$ cat config.mk
export PLATFORM = sky130hd
export DESIGN_NAME = gmii_rx_frame
export DESIGN_NICKNAME = d
export VERILOG_FILES = /design/src/rtl/gmii_rx_frame.sv
export SDC_FILE = /design/constraint.sdc
export NUM_CORES = 1
export LEC_CHECK = 0
export CORE_ASPECT_RATIO = 0.6
export CORE_MARGIN = 1
export CORE_UTILIZATION = 60
export CTS_BUF_LIST = sky130_fd_sc_hd__clkbuf_16
export CTS_CLUSTER_SIZE = 12
export DETAILED_ROUTE_END_ITERATION = 8
export GPL_ROUTABILITY_DRIVEN = 0
export GPL_TIMING_DRIVEN = 1
export PLACE_DENSITY_LB_ADDON = 0.1
export SLEW_MARGIN = 20
export SYNTH_ARGS = -nofsm -noshare
export SYNTH_HDL_FRONTEND = slang
export SYNTH_SLANG_ARGS = --single-unit
$ cat constraint.sdc
create_clock -name Clk -period 7.71 [get_ports Clk]
set_input_delay 1.9275 -clock Clk [delete_from_list [all_inputs] [get_ports Clk]]
set_output_delay 1.9275 -clock Clk [all_outputs]
set_load 0.005 [all_outputs]
$ cat src/rtl/gmii_rx_frame.sv
// gmii_rx_frame: GMII receive frame checker. Strips preamble/SFD, checks
// FCS and length, forwards payload through a 4-byte delay line.
//
// Ports:
//   Clk, mr_main_reset (async, active-low)
//   RX_DV, RXD[7:0]                : byte stream from the PCS
//   rx_data, rx_valid, rx_sof      : payload with FCS removed
//   frame_done, frame_ok, crc_err,
//   len_err, align_err, frame_len  : per-frame status, held until next strobe
//   rx_good_cnt, rx_bad_cnt        : saturating frame counters
module gmii_rx_frame #(
    parameter int MIN_LEN = 64,
    parameter int MAX_LEN = 1518
) (
    input  logic        Clk,
    input  logic        mr_main_reset,
    input  logic        RX_DV,
    input  logic [7:0]  RXD,
    output logic [7:0]  rx_data,
    output logic        rx_valid,
    output logic        rx_sof,
    output logic        frame_done,
    output logic        frame_ok,
    output logic        crc_err,
    output logic        len_err,
    output logic        align_err,
    output logic [10:0] frame_len,
    output logic [15:0] rx_good_cnt,
    output logic [15:0] rx_bad_cnt
);

    typedef enum logic [2:0] {
        WAIT_IDLE,
        IDLE,
        PREAMBLE,
        DATA,
        DROP
    } state_t;

    localparam logic [7:0]  PRE     = 8'h55;
    localparam logic [7:0]  SFD     = 8'hD5;
    localparam logic [31:0] POLY    = 32'hEDB88320;
    localparam logic [31:0] RESIDUE = 32'hDEBB20E3;
    localparam logic [10:0] MIN_L   = 11'(MIN_LEN);
    localparam logic [10:0] MAX_L   = 11'(MAX_LEN);
    localparam logic [10:0] LEN_SAT = 11'h7FF;
    localparam logic [15:0] CNT_SAT = 16'hFFFF;

    state_t state;
    state_t state_nxt;

    logic [31:0]      crc;
    logic [10:0]      len_cnt;
    // dly[0] is the newest byte, dly[3] the oldest
    logic [3:0][7:0]  dly;

    logic start_data;
    logic data_beat;
    logic end_data;
    logic end_drop;

    logic st_crc;
    logic st_len;
    logic st_aln;
    logic st_ok;

    function automatic logic [31:0] crc_byte(
        input logic [31:0] c,
        input logic [7:0]  d
    );
        logic [31:0] r;
        r = c ^ {24'h0, d};
        for (int i = 0; i < 8; i++) begin
            r = r[0] ? ((r >> 1) ^ POLY) : (r >> 1);
        end
        return r;
    endfunction

    always_ff @(posedge Clk or negedge mr_main_reset) begin
        if (!mr_main_reset) begin
            state <= WAIT_IDLE;
        end else begin
            state <= state_nxt;
        end
    end

    always_comb begin
        state_nxt = state;
        unique case (state)
            WAIT_IDLE: begin
                if (!RX_DV) state_nxt = IDLE;
            end
            IDLE: begin
                if (RX_DV) begin
                    if (RXD == PRE)      state_nxt = PREAMBLE;
                    else if (RXD == SFD) state_nxt = DATA;
                    else                 state_nxt = DROP;
                end
            end
            PREAMBLE: begin
                if (!RX_DV)          state_nxt = IDLE;
                else if (RXD == SFD) state_nxt = DATA;
                else if (RXD != PRE) state_nxt = DROP;
            end
            DATA: begin
                if (!RX_DV) state_nxt = IDLE;
            end
            DROP: begin
                if (!RX_DV) state_nxt = IDLE;
            end
            default: state_nxt = WAIT_IDLE;
        endcase
    end

    always_comb begin
        start_data = 1'b0;
        data_beat  = 1'b0;
        end_data   = 1'b0;
        end_drop   = 1'b0;
        unique case (state)
            IDLE:     start_data = RX_DV && (RXD == SFD);
            PREAMBLE: start_data = RX_DV && (RXD == SFD);
            DATA: begin
                data_beat = RX_DV;
                end_data  = !RX_DV;
            end
            DROP:     end_drop = !RX_DV;
            default: ;
        endcase
    end

    always_comb begin
        st_crc = end_data && (crc != RESIDUE);
        st_len = end_data && ((len_cnt < MIN_L) || (len_cnt > MAX_L));
        st_aln = end_drop;
        st_ok  = !(st_crc || st_len || st_aln);
    end

    always_ff @(posedge Clk or negedge mr_main_reset) begin
        if (!mr_main_reset) begin
            crc         <= 32'hFFFFFFFF;
            len_cnt     <= '0;
            dly         <= '0;
            rx_data     <= '0;
            rx_valid    <= 1'b0;
            rx_sof      <= 1'b0;
            frame_done  <= 1'b0;
            frame_ok    <= 1'b0;
            crc_err     <= 1'b0;
            len_err     <= 1'b0;
            align_err   <= 1'b0;
            frame_len   <= '0;
            rx_good_cnt <= '0;
            rx_bad_cnt  <= '0;
        end else begin
            rx_valid   <= 1'b0;
            rx_sof     <= 1'b0;
            frame_done <= 1'b0;

            if (start_data) begin
                crc     <= 32'hFFFFFFFF;
                len_cnt <= '0;
            end

            if (data_beat) begin
                crc <= crc_byte(crc, RXD);
                if (len_cnt != LEN_SAT) len_cnt <= len_cnt + 11'd1;
                dly <= {dly[2:0], RXD};
                // once four bytes are buffered, the oldest is payload
                if (len_cnt >= 11'd4) begin
                    rx_valid <= 1'b1;
                    rx_data  <= dly[3];
                    rx_sof   <= (len_cnt == 11'd4);
                end
            end

            if (end_data || end_drop) begin
                frame_done <= 1'b1;
                frame_ok   <= st_ok;
                crc_err    <= st_crc;
                len_err    <= st_len;
                align_err  <= st_aln;
                frame_len  <= end_data ? len_cnt : 11'd0;
                if (st_ok) begin
                    if (rx_good_cnt != CNT_SAT)
                        rx_good_cnt <= rx_good_cnt + 16'd1;
                end else begin
                    if (rx_bad_cnt != CNT_SAT)
                        rx_bad_cnt <= rx_bad_cnt + 16'd1;
                end
            end
        end
    end

endmodule

# After elaboration in Yosys (flattened, before gate mapping)
# Cells that the tools add are included.
[totals]
regBits = 136
input_bits = 11
output_inout_bits = 58
wordCells = 97
[classes]
addsub = 3
n_lt_le_gt_ge = 3
eq_ne = 15
muxes = 31
bitwise = 10
n_reduce_logical = 17
[op_table]
columns = ["cell", "count"]
rows = [
  ["32-bit two-way mux", 10],
  ["13-bit inverter with 14-bit output", 8],
  ["11-bit two-way mux", 4],
  ["16-bit by 1-bit adder with 16-bit output, second input constant", 2],
  ["16-bit inequality test, second input constant", 2],
  ["32-bit inequality test, second input constant", 1],
  ["32-bit by 8-bit XOR with 32-bit output", 1],
  ["3-bit two-way mux", 7],
  ["11-bit by 1-bit adder with 11-bit output, second input constant", 1],
  ["11-bit by 3-bit equality test with 1-bit output, second input constant", 1],
  ["11-bit by 3-bit greater-or-equal comparator with 1-bit output, second input constant", 1],
  ["11-bit greater-than comparator, second input constant", 1],
  ["11-bit by 7-bit less-than comparator with 1-bit output, second input constant", 1],
  ["11-bit inequality test, second input constant", 1],
  ["1-bit two-way mux", 9],
  ["3-bit case mux with 3 select lines", 1],
  ["3-bit AND reduction", 3],
  ["8-bit by 7-bit equality test with 1-bit output, second input constant", 1],
  ["8-bit equality test, second input constant", 1],
  ["8-bit by 7-bit inequality test with 1-bit output, second input constant", 1],
  ["3-bit by 2-bit equality test with 1-bit output, second input constant", 2],
  ["1-bit logical OR", 4],
  ["2-bit inequality test, second input constant", 2],
  ["4-bit inequality test, second input constant", 1],
  ["10 further kinds", 13],
]

# Depth between registers and ports, before layout
# Gate-level depths: netlist of run 1.
[depth]
depth_word = 18
depth_mapped = 8

# Worst setup path before layout of run 1
# Ideal clock, no wire load.
[synth_path]
path_type = "input-to-reg"
start = "input RXD[5]"
end = "register crc[10]"
setup_time_ps = 73
t_arrival_ps = 3610
setup_slack_ps = 4027
path_stages = 7
n_path_buf = 2
cell_sequence = "nand4b_1 > nor4b_1 > and4_2 > clkbuf_1 > clkbuf_1 > nor3_1 > a21oi_1"
[synth_between]
elab_chain_cells = 4
[synth_rtl]
columns = ["element", "line_no", "source"]
rows = [
  ["start: declaration", "18", "input logic [7:0] RXD,"],
  ["8-bit equality test", "121, 122", ""],
  ["1-bit logical AND", "121, 122", ""],
  ["1-bit two-way mux", "-", ""],
  ["2-bit nonzero test (no source line)", "-", ""],
  ["end signal: assignment", "166", "crc <= crc_byte(crc, RXD);"],
  ["end: declaration", "52", "logic [31:0] crc;"],
]
# Every way passes these cells.
# A chain may end at the register's enable or synchronous reset.

# Worst setup path in the final report of run 1
[layout_path]
start = "input RX_DV"
end = "register len_cnt[7]"
[layout_between]
elab_chain_cells = 5
word_cells_on_any_way = 6
cone_classes = "5 x mux; 1 x reduce/logical"
[layout_rtl]
columns = ["element", "line_no", "source"]
rows = [
  ["start: declaration", "17", "input logic RX_DV,"],
  ["1-bit logical AND", "121, 122", ""],
  ["1-bit two-way mux", "-", ""],
  ["11-bit two-way mux", "160", "if (start_data) begin"],
  ["11-bit two-way mux", "167", "if (len_cnt != LEN_SAT) len_cnt <= len_cnt + 11'd1;"],
  ["11-bit two-way mux *", "165", "if (data_beat) begin"],
  ["end signal: assignment", "167", ""],
  ["end: declaration", "53", "logic [10:0] len_cnt;"],
]
# Mark *: on every way between the ends. The rest lies on a longest branch, timed or not.

==> results of run 1 <==
[final cells by class]
| class | instances | area, µm² |
|---|---|---|
| clock buffers | 17 | 425 |
| repair buffers | 73 | 716 |
| clock inverters | 15 | 201 |
| well taps | 135 | 169 |
| fillers | 623 | 2280 |
| multi-input cells | 451 | 2860 |
| flip-flops and latches | 136 | 3440 |
| inverters | 6 | 22.5 |
[power breakdown]
| part | total (mW) | internal, mW | switching (mW) |
|---|---|---|---|
| registers | 0.771 | 0.742 | 0.0284 |
| clock network | 0.864 | 0.543 | 0.321 |
| logic | 0.263 | 0.124 | 0.140 |
[flip-flops by register name, summed over array words and instances (netlist names)]
signal and count:
align_err 1, state 3, dly 32, rx_good_cnt 16
rx_data 8, frame_done 1, frame_ok 1, len_cnt 11
crc 32, rx_valid 1, rx_bad_cnt 16, crc_err 1
rx_sof 1, len_err 1, frame_len 11
[synthesized netlist by cell type, types with 2 or more instances]
library cell  count
or4_1             2
dfrtp_1         104
nor2_1           38
xnor2_1          60
xor2_1           37
mux2_2           11
nand4_1          13
nand4b_1          4
clkbuf_1         23
o31ai_1           2
xor2_4            2
o22a_1            4
dfstp_2          32
nor4_1            4
a21boi_0          3
or3_1             2
a22o_1           12
xnor2_2           2
and2_1            3
inv_1             6
nand2_1         125
ha_1              3
or4bb_1           2
nor3_1           19
nor3b_1           2
a21oi_1          29
and3_1            6
o21ai_1           2
buf_2             2
nand3_1          22
and4_1            4
o21ai_0          19
[worst reg2reg max path, cell delays in order, from the launching register on]
cell and delay [ns]:
dfstp_2 0.55, or4bb_1 0.52, nor4_1 0.57, nand3_1 0.20, nor3_2 0.85, nand4_1 0.25, xnor2_1 0.20
[worst min path at each step]
| stage | start | end | slack, ns |
|---|---|---|---|
| after floorplan | dly[2] | dly[10] | 0.44 |
| after global placement | dly[22] | dly[30] | 0.45 |
| after detailed placement | dly[7] | dly[15] | 0.45 |
| after CTS | dly[19] | dly[27] | 0.46 |
| after global routing | dly[1] | dly[9] | 0.48 |
| final | dly[19] | dly[27] | 0.46 |
[placed cells by master (no fill, tap or decap), types with 2 or more instances in the layout]
cell,instances
and2_1,3
and4_1,4
bufinv_16,4
clkinv_1,2
a22o_1,12
mux2_2,11
clkbuf_16,17
buf_4,6
a21oi_1,29
dfrtp_1,104
or3_1,2
xor2_1,37
nor4_1,4
or4_1,2
or4bb_1,2
nand4b_1,4
nor2_1,38
clkdlybuf4s50_1,67
nor3b_1,2
nand4_1,13
nand3_1,22
nand2_1,125
inv_1,6
xnor2_1,60
o22a_1,4
clkinv_4,5
nor3_1,19
o21ai_0,19
a21boi_0,3
and3_1,5
xnor2_2,2
ha_1,3
xor2_4,2
inv_6,2
dfstp_2,32
o31ai_1,2
[per-stage QoR]
step	worst slack [ns]	instance area (µm²)
6_report	3.18	7840
5_1_grt	2.99	7840
4_1_cts	3.23	7830
3_5_place_dp	2.96	7210
3_3_place_gp	3.07	7210
2_1_floorplan	4.03	6420
[logic make-up (layout without fill, tap and decap cells)]
family | after synthesis | in the layout | share of synthesized area [%]
AND/OR/NAND/NOR | 253 | 253 | 18.4
flip-flops | 136 | 136 | 53.7
XOR/XNOR | 104 | 104 | 15.8
AO/OA/AOI/OAI | 79 | 79 | 7.62
buffers and inverters | 31 | 111 | 1.85
multiplexers | 12 | 12 | 2.11
adder cells (fa/ha/maj) | 3 | 3 | 0.585
[layer usage]
metal / wire (µm) / global-route usage, % / part of all wire (%)
met1: 6890 / 41.4 / 47
met2: 6490 / 42.9 / 44
met3: 1020 / 6.72 / 7.0
met4: 214 / 10.4 / 1.5
met5: 0 / 0 / 0
==> summary.txt, run 1 <==
WORST SETUP PATH
-------------------------------------------------------------------------------------------
Peak fanout along the critical path ..........................................           46
Cell with the largest stage delay on the worst path ..........................      a41oi_1
CP Cell Sequence ............................................................. clkdlybuf4s50_1 -> nor2b_1 -> nand3_1 -> buf_4 -> a41oi_1 -> nand4_1 -> or3_1 -> a21oi_1
Largest incremental delay on the critical path ...............................      0.63 ns
Register-to-register path setup slack ........................................      4.46 ns
Setup crit start .............................................................        RX_DV
Worst setup path end .........................................................   len_cnt[7]
Delay-heaviest family, CP .................................................... simple AND/OR/NAND/NOR gates
Crit path required time ......................................................      8.04 ns
Capture instance of the worst register-to-register path ...................... rx_good_cnt[13]
R2r worst-path depth .........................................................            6
Total stage count of the critical path .......................................            8
Critical R2R Launch ..........................................................      crc[31]
Worst path bufs/invs .........................................................            2
Critical setup path kind ..................................................... primary input to register
Type of origin of the critical path .......................................... primary input
Signal arrival time at the worst endpoint ....................................      4.86 ns
Element type at the critical path end ........................................     register

SYNTHESIS
-------------------------------------------------------------------------------------------
Total of warnings raised by yosys ............................................            0
FF+latch count, synth ........................................................          136
Mean cell area of the mapped netlist .........................................     10.4 µm²
Synthesized instance count ...................................................          618
Number of distinct library cells after synthesis .............................           51
Ys async rst share ...........................................................         100%
Cell types occupying the most area after synthesis ........................... dfrtp_1 (41%), dfstp_2 (13%), xnor2_1 (8.2%), nand2_1 (7.3%), xor2_1 (5.1%)
Predominant post-synthesis flop cell .........................................      dfrtp_1
Netlist area before placement ................................................     6420 µm²
Cell taking the most area after synthesis ....................................      dfrtp_1
Part of the Yosys area used for sequential elements ..........................        53.7%
Fraction of post-synthesis cell area in the top cell type by area ............        40.6%
Post-Syn Nets ................................................................          632
Post-synth EDFFs .............................................................            0

DETAILED ROUTING
-------------------------------------------------------------------------------------------
Detailed-route via count .....................................................        4,881
Remaining antenna violation count after routing ..............................            0
Number of design-rule violations left by the first detailed-router iteration .          467
Total DRC errors in the routed layout ........................................            0
Count of TritonRoute iterations in the first routing pass ....................            5
Final wirelength .............................................................      14.6 mm
Vias per cell ................................................................         5.86
Routed wirelength normalized by instance count ...............................      17.5 µm

CTS
-------------------------------------------------------------------------------------------
Clock transition at the registers of the reported paths ......................      0.06 ns
Level count of the clock H-tree ..............................................            4
Cells resized by post-CTS repair .............................................            0
Count of hold-fix buffers inserted at cts ....................................            0
Clock Sinks ..................................................................          136
# Post-CTS Setup Buffers .....................................................            0
Clock latency reported for the late side of the worst-skew pair ..............      0.42 ns
Total CTS buffers ............................................................           17
Maximum buffer depth of the clock tree .......................................            2
Root buffer cell .............................................................    clkbuf_16
CTS tree .....................................................................          yes

TIMING
-------------------------------------------------------------------------------------------
Number of endpoints with negative hold slack in the final report .............            0
Final Slew Violations ........................................................            0
Relative slew margins ........................................................        26.8%
Unrepaired setup endpoints after global routing ..............................        false
Final hold slack .............................................................     0.457 ns
Peak clock frequency supported by timing .....................................    0.221 GHz
Share of the cycle needed by the critical path after routing .................        58.8%
Final Skew ...................................................................   0.00828 ns
Accumulated negative setup slack .............................................         0 ns
Final setup violation count ..................................................            0
Transition time at the pin with the least slew margin ........................      1.09 ns
Post-layout min period .......................................................      4.53 ns

GLOBAL ROUTING
-------------------------------------------------------------------------------------------
Global-route total usage across every layer ..................................        28.8%
Pin count of the biggest net entering global routing .........................           74
Global-route congestion overflow total .......................................            0
Via count of the first global-routing pass ...................................        4,553
Number of antenna violations at the first check in global routing ............            0
Wire length of the first global-routing pass .................................      23.8 mm

FLOORPLANNING
-------------------------------------------------------------------------------------------
Die outline area .............................................................   11,100 µm²
Initial Util .................................................................        63.4%
Row count ....................................................................           28
Top Ports ....................................................................           69
Core Region ..................................................................   10,100 µm²
Overall die height ...........................................................      82.1 µm
Horizontal extent of the die .................................................       136 µm

PLACE
-------------------------------------------------------------------------------------------
DP HPWL ......................................................................      9.35 mm
Post-placement cell count ....................................................          801
IO buf count .................................................................           68

CELLS AND AREA
-------------------------------------------------------------------------------------------
Post-route insts no fill .....................................................          833
N_diodes .....................................................................            0
Share of the core filled with cells in the final layout ......................        77.4%
Share of post-route cells with drive strength above 1 ........................        13.0%
Growth of design area from synthesis to finish ...............................        22.2%
NumNets Final ................................................................          699

WORST HOLD PATH
-------------------------------------------------------------------------------------------
Worst Hold Path Cells ........................................................            2
Hold WC Path Type ............................................................ register to register

PWR
-------------------------------------------------------------------------------------------
Worst supply voltage drop on vdd .............................................     0.170 mV
Power, Total .................................................................      1.90 mW
Static leakage power .........................................................      3.53 nW
Pwr per Cell Area ............................................................   242 nW/µm²

JOB
-------------------------------------------------------------------------------------------
Maximum Capacitance Violations ...............................................            0

STATUS
-------------------------------------------------------------------------------------------
Result of the run ............................................................ finished, final reports clean

Power figures use the tool's default switching activity.
==> run 2, diff against run 1 <==
--- a/config.mk
+++ b/config.mk
@@ -7,7 +7,7 @@
 export LEC_CHECK = 0
 export CORE_ASPECT_RATIO = 0.6
 export CORE_MARGIN = 1
-export CORE_UTILIZATION = 60
+export CORE_UTILIZATION = 51
 export CTS_BUF_LIST = sky130_fd_sc_hd__clkbuf_16
 export CTS_CLUSTER_SIZE = 12
 export DETAILED_ROUTE_END_ITERATION = 8
==> constraint.sdc (replaced) <==
create_clock -name Clk -period 3.8 [get_ports Clk]
set_input_delay 0.95 -clock Clk [delete_from_list [all_inputs] [get_ports Clk]]
set_output_delay 0.95 -clock Clk [all_outputs]
set_load 0.005 [all_outputs]
==> summary.txt, run 2 (synthesis gave the netlist of run 1 again) <==
STATUS
-------------------------------------------------------------------------------------------
Result of the run ............................................................ finished, final reports clean

DETAILED ROUTING
-------------------------------------------------------------------------------------------
Count of TritonRoute iterations in the first routing pass ....................            5
Detailed-route via count .....................................................        4,884
Remaining antenna violation count after routing ..............................            0
Final wirelength .............................................................      14.7 mm
Total DRC errors in the routed layout ........................................            0
Number of design-rule violations left by the first detailed-router iteration .          256
Vias per cell ................................................................         5.56
Routed wirelength normalized by instance count ...............................      16.8 µm

TIMING
-------------------------------------------------------------------------------------------
Final Slew Violations ........................................................            0
Final setup violation count ..................................................            0
Unrepaired setup endpoints after global routing ..............................        false
Peak clock frequency supported by timing .....................................    0.306 GHz
Share of the cycle needed by the critical path after routing .................        86.0%
Relative slew margins ........................................................        28.8%
Post-layout min period .......................................................      3.27 ns
Final hold slack .............................................................     0.460 ns
Post-layout worst setup margin ...............................................     0.531 ns
Transition time at the pin with the least slew margin ........................      1.06 ns
Accumulated negative setup slack .............................................         0 ns
Number of endpoints with negative hold slack in the final report .............            0
Final Skew ...................................................................   0.00793 ns

WORST SETUP PATH
-------------------------------------------------------------------------------------------
R2r worst-path depth .........................................................            5
Setup crit start .............................................................       crc[1]
Capture instance of the worst register-to-register path ...................... rx_bad_cnt[1]
Element type at the critical path end ........................................     register
Signal arrival time at the worst endpoint ....................................      3.57 ns
Critical R2R Launch ..........................................................       crc[1]
Register-to-register path setup slack ........................................      0.53 ns
Worst setup path end ......................................................... rx_bad_cnt[1]
Crit path required time ......................................................      4.10 ns
Type of origin of the critical path ..........................................     register
Critical setup path kind ..................................................... register to register
Peak fanout along the critical path ..........................................           15

CELLS AND AREA
-------------------------------------------------------------------------------------------
N_diodes .....................................................................            0
Biggest regs ................................................................. crc x32, dly x32
Post-route insts no fill .....................................................          879
Share of the core filled with cells in the final layout ......................        65.6%
Share of post-route cells with drive strength above 1 ........................        14.8%
NumNets Final ................................................................          715
Top library cells by usage in the layout, fill and taps aside ................ nand2_1 (125), dfrtp_1 (104), clkdlybuf4s50_1 (67), xnor2_1 (60), nor2_1 (38)
Fill cell instance count of the final layout .................................          916
Growth of design area from synthesis to finish ...............................        24.2%
Final std cell area, no fill .................................................     7970 µm²
Most frequent standard cell in the layout excluding fill and tap cells .......      nand2_1

FLOORPLANNING
-------------------------------------------------------------------------------------------
Top Ports ....................................................................           69
Die outline area .............................................................   13,000 µm²
Overall die height ...........................................................      88.9 µm
Horizontal extent of the die .................................................       147 µm
Initial Util .................................................................        52.8%
Row count ....................................................................           31
Core Region ..................................................................   12,100 µm²

PLACE
-------------------------------------------------------------------------------------------
Post-placement setup slack ...................................................     0.384 ns
Post-placement cell count ....................................................          847
DP HPWL ......................................................................      10.0 mm
IO buf count .................................................................           68
Cell area after placement ....................................................     7360 µm²

CTS
-------------------------------------------------------------------------------------------
Clock transition at the registers of the reported paths ......................      0.06 ns
Root buffer cell .............................................................    clkbuf_16
# Post-CTS Setup Buffers .....................................................            0
Clock latency reported for the late side of the worst-skew pair ..............      0.42 ns
Count of hold-fix buffers inserted at cts ....................................            0
Level count of the clock H-tree ..............................................            4
CTS tree .....................................................................          yes
Maximum buffer depth of the clock tree .......................................            2
Cells resized by post-CTS repair .............................................            0
Clock Sinks ..................................................................          136
Total CTS buffers ............................................................           17

GLOBAL ROUTING
-------------------------------------------------------------------------------------------
Number of antenna violations at the first check in global routing ............            0
Global-route congestion overflow total .......................................            0
Via count of the first global-routing pass ...................................        4,636
Global-route total usage across every layer ..................................        24.2%
Pin count of the biggest net entering global routing .........................           70
Wire length of the first global-routing pass .................................      24.2 mm

PWR
-------------------------------------------------------------------------------------------
Worst supply voltage drop on vdd .............................................     0.288 mV
Pwr per Cell Area ............................................................   477 nW/µm²
Power, Total .................................................................      3.80 mW
Static leakage power .........................................................      3.59 nW

JOB
-------------------------------------------------------------------------------------------
Maximum Capacitance Violations ...............................................            0

WORST HOLD PATH
-------------------------------------------------------------------------------------------
Hold WC Path Type ............................................................ register to register

==> run 2: worst min-delay path by stage <==
stage                 start  endpoint  slack (ns)  depth (start not counted)
finish              dly[19]   dly[27]        0.46                          2
global route         dly[1]    dly[9]        0.48                          2
CTS                 dly[19]   dly[27]        0.47                          2
detailed placement  dly[18]   dly[26]        0.45                          2
global placement     dly[7]   dly[15]        0.45                          2
floorplan            dly[2]   dly[10]        0.44                          2
==> run 2: layer usage <==
| metal | global-route usage [%] | wire, µm | part of all wire (%) |
|---|---|---|---|
| met5 | 0 | 0 | 0 |
| met4 | 10.1 | 213 | 1.4 |
| met3 | 5.10 | 878 | 6.0 |
| met2 | 34.6 | 6500 | 44 |
| met1 | 35.8 | 7140 | 48 |
==> run 2: power breakdown <==
group / total (mW) / internal [mW] / leakage [nW] / switching, mW
Clock: 1.68 / 1.03 / 0.286 / 0.648
Combinational: 0.553 / 0.269 / 1.54 / 0.284
Sequential: 1.57 / 1.51 / 1.76 / 0.0587
==> run 2: critical path, stage by stage, from the launching register on <==
cell      delay [ns]
dfstp_2         0.59
or4bb_1         0.57
nor4_1          0.45
a21boi_0        0.28
o21ai_1         0.88
mux2_1          0.38
==> run 2: final cells by class <==
class,count,area (µm²),share of cell area (%)
Clock buffer,17,425,5.34
Tap cell,165,206,2.59
Clock inverter,15,176,2.21
Sequential cell,136,3440,43.2
Multi-Input combinational cell,451,2860,35.9
Timing Repair Buffer,89,836,10.5
Inverter,6,22.5,0.283
==> run 3, diff against run 2 <==
--- a/config.mk
+++ b/config.mk
@@ -5,6 +5,7 @@
 export SDC_FILE = /design/constraint.sdc
 export NUM_CORES = 1
 export LEC_CHECK = 0
+export CAP_MARGIN = 15
 export CORE_ASPECT_RATIO = 0.6
 export CORE_MARGIN = 1
 export CORE_UTILIZATION = 51
==> constraint.sdc (replaced) <==
create_clock -name Clk -period 2.8 [get_ports Clk]
set_input_delay 0.7 -clock Clk [delete_from_list [all_inputs] [get_ports Clk]]
set_output_delay 0.7 -clock Clk [all_outputs]
set_load 0.005 [all_outputs]
==> summary.txt, run 3 (synthesis gave the netlist of run 1 again) <==
CTS
-------------------------------------------------------------------------------------------
Clock latency reported for the late side of the worst-skew pair ..............      0.41 ns
Total CTS buffers ............................................................           17
Cells resized by post-CTS repair .............................................            0
# Post-CTS Setup Buffers .....................................................            0
Clock transition at the registers of the reported paths ......................      0.06 ns
Root buffer cell .............................................................    clkbuf_16
Level count of the clock H-tree ..............................................            4
Maximum buffer depth of the clock tree .......................................            2
Count of hold-fix buffers inserted at cts ....................................            0
Clock Sinks ..................................................................          136
CTS tree .....................................................................          yes

DETAILED ROUTING
-------------------------------------------------------------------------------------------
Number of design-rule violations left by the first detailed-router iteration .          363
Vias per cell ................................................................         5.39
Final wirelength .............................................................      14.9 mm
Total DRC errors in the routed layout ........................................            0
Count of TritonRoute iterations in the first routing pass ....................            8
Detailed-route via count .....................................................        4,866
Routed wirelength normalized by instance count ...............................      16.5 µm
Remaining antenna violation count after routing ..............................            0

FLOORPLANNING
-------------------------------------------------------------------------------------------
Row count ....................................................................           31
Die outline area .............................................................   13,000 µm²
Top Ports ....................................................................           69
Initial Util .................................................................        52.8%
Core Region ..................................................................   12,100 µm²
Overall die height ...........................................................      88.9 µm
Horizontal extent of the die .................................................       147 µm

CELLS AND AREA
-------------------------------------------------------------------------------------------
Growth of design area from synthesis to finish ...............................        28.1%
Share of the core filled with cells in the final layout ......................        67.7%
Most frequent standard cell in the layout excluding fill and tap cells .......      nand2_1
NumNets Final ................................................................          738
Biggest regs ................................................................. crc x32, dly x32
N_diodes .....................................................................            0
Top library cells by usage in the layout, fill and taps aside ................ nand2_1 (125), dfrtp_1 (104), clkdlybuf4s50_1 (67), xnor2_1 (60), buf_4 (41)
Share of post-route cells with drive strength above 1 ........................        17.6%

WORST SETUP PATH
-------------------------------------------------------------------------------------------
Critical setup path kind ..................................................... register to register
Type of origin of the critical path ..........................................     register
Largest incremental delay on the critical path ...............................      0.55 ns
Critical Path Most Common Cell ...............................................        buf_4
CP Cell Sequence ............................................................. or4b_1 -> nor4_1 -> a21boi_0 -> o21ai_1 -> buf_4 -> buf_4 -> nor3_1 -> xor2_1
Crit path required time ......................................................      3.09 ns
Setup crit start .............................................................      crc[13]
Cell with the largest stage delay on the worst path ..........................      dfstp_2
Signal arrival time at the worst endpoint ....................................      2.94 ns
Element type at the critical path end ........................................     register
Peak fanout along the critical path ..........................................            8
Critical R2R Launch ..........................................................      crc[13]

PLACE
-------------------------------------------------------------------------------------------
Post-placement setup slack ...................................................    -0.110 ns
IO buf count .................................................................           68
DP HPWL ......................................................................      10.3 mm

TIMING
-------------------------------------------------------------------------------------------
Number of endpoints with negative hold slack in the final report .............            0
Final Skew ...................................................................   0.00836 ns
Final setup violation count ..................................................            0
Peak clock frequency supported by timing .....................................    0.377 GHz
Unrepaired setup endpoints after global routing ..............................        false
Transition time at the pin with the least slew margin ........................     0.677 ns
Relative slew margins ........................................................        54.8%
Post-layout min period .......................................................      2.65 ns
Post-layout worst setup margin ...............................................     0.147 ns
Final Slew Violations ........................................................            0
Share of the cycle needed by the critical path after routing .................        94.8%

STATUS
-------------------------------------------------------------------------------------------
Result of the run ............................................................ finished, final reports clean

JOB
-------------------------------------------------------------------------------------------
Maximum Capacitance Violations ...............................................            0

WORST HOLD PATH
-------------------------------------------------------------------------------------------
Hold WC Path Type ............................................................ primary input to async pin

GLOBAL ROUTING
-------------------------------------------------------------------------------------------
Global-route congestion overflow total .......................................            0
Number of antenna violations at the first check in global routing ............            0
Wire length of the first global-routing pass .................................      24.4 mm
Global-route total usage across every layer ..................................        24.6%
Pin count of the biggest net entering global routing .........................           55
Via count of the first global-routing pass ...................................        4,655

PWR
-------------------------------------------------------------------------------------------
Static leakage power .........................................................      3.73 nW
Worst supply voltage drop on vdd .............................................     0.402 mV
Pwr per Cell Area ............................................................   643 nW/µm²

-- run 3: cell types whose count changed in the layout (fill, tap and decap cells not counted), sizes merged --
cell      before  now
bufinv         3    4
clkinv         3    6
clkinvlp       4    1
inv           11   10
buf           22   45
-- run 3: area by class of cell --
type                            instances  area, µm²
Clock inverter                         15        198
Timing Repair Buffer                  112       1060
Fill cell                             924       3920
Inverter                                6       22.5
Clock buffer                           17        425
Tap cell                              165        206
Sequential cell                       136       3440
Multi-Input combinational cell        451       2870
-- run 3: worst max-delay path: cells and delay by family, from the launching register on --
kind,cells,cell delay [ns]
compound gates,2,0.48
xor+xnor,1,0.14
buf+inv,2,0.33
flops,1,0.55
simple gates,3,1.02
-- run 3: worst paths after layout --
path,to,slack (ns),cells past startpoint
worst max-delay path,rx_bad_cnt[5],0.15,8
worst min-delay path,dly[25],0.18,1
worst max register to register,rx_bad_cnt[5],0.15,8
worst min register to register,dly[31],0.46,2
max in group asynchronous,crc[7],1.85,2
min in group Clk,dly[31],0.46,2
-- run 3: where the power goes --
group          total (mW)  internal (mW)  switching [mW]
Clock                2.37           1.50           0.878
Sequential           2.12           2.04          0.0791
Combinational       0.789          0.399           0.389
-- run 3: through the flow --
stage / cells / hold WS, ns / total power, mW / TNS (ns) / cell area [µm²]
after floorplan: 618 / 0.404 / 2.63 / 0 / 6420
after global placement: 870 / 0.448 / 2.92 / -0.0331 / 7590
after detailed placement: 870 / 0.449 / 2.93 / -1.00 / 7590
after CTS: 902 / 0.183 / 5.31 / 0 / 8210
after global routing: 902 / 0.190 / 5.48 / 0 / 8220
final: 902 / 0.183 / 5.29 / 0 / 8220
-- run 3: routing by layer --
layer / GRT usage (%) / share of wire [%] / vias to the layer above
met5: 0 / 0 / -
met4: 6.34 / 0.57 / 0
met2: 35.2 / 44 / 146
met1: 37.0 / 51 / 2401
li1: - / - / 2310
met3: 6.19 / 4.9 / 9
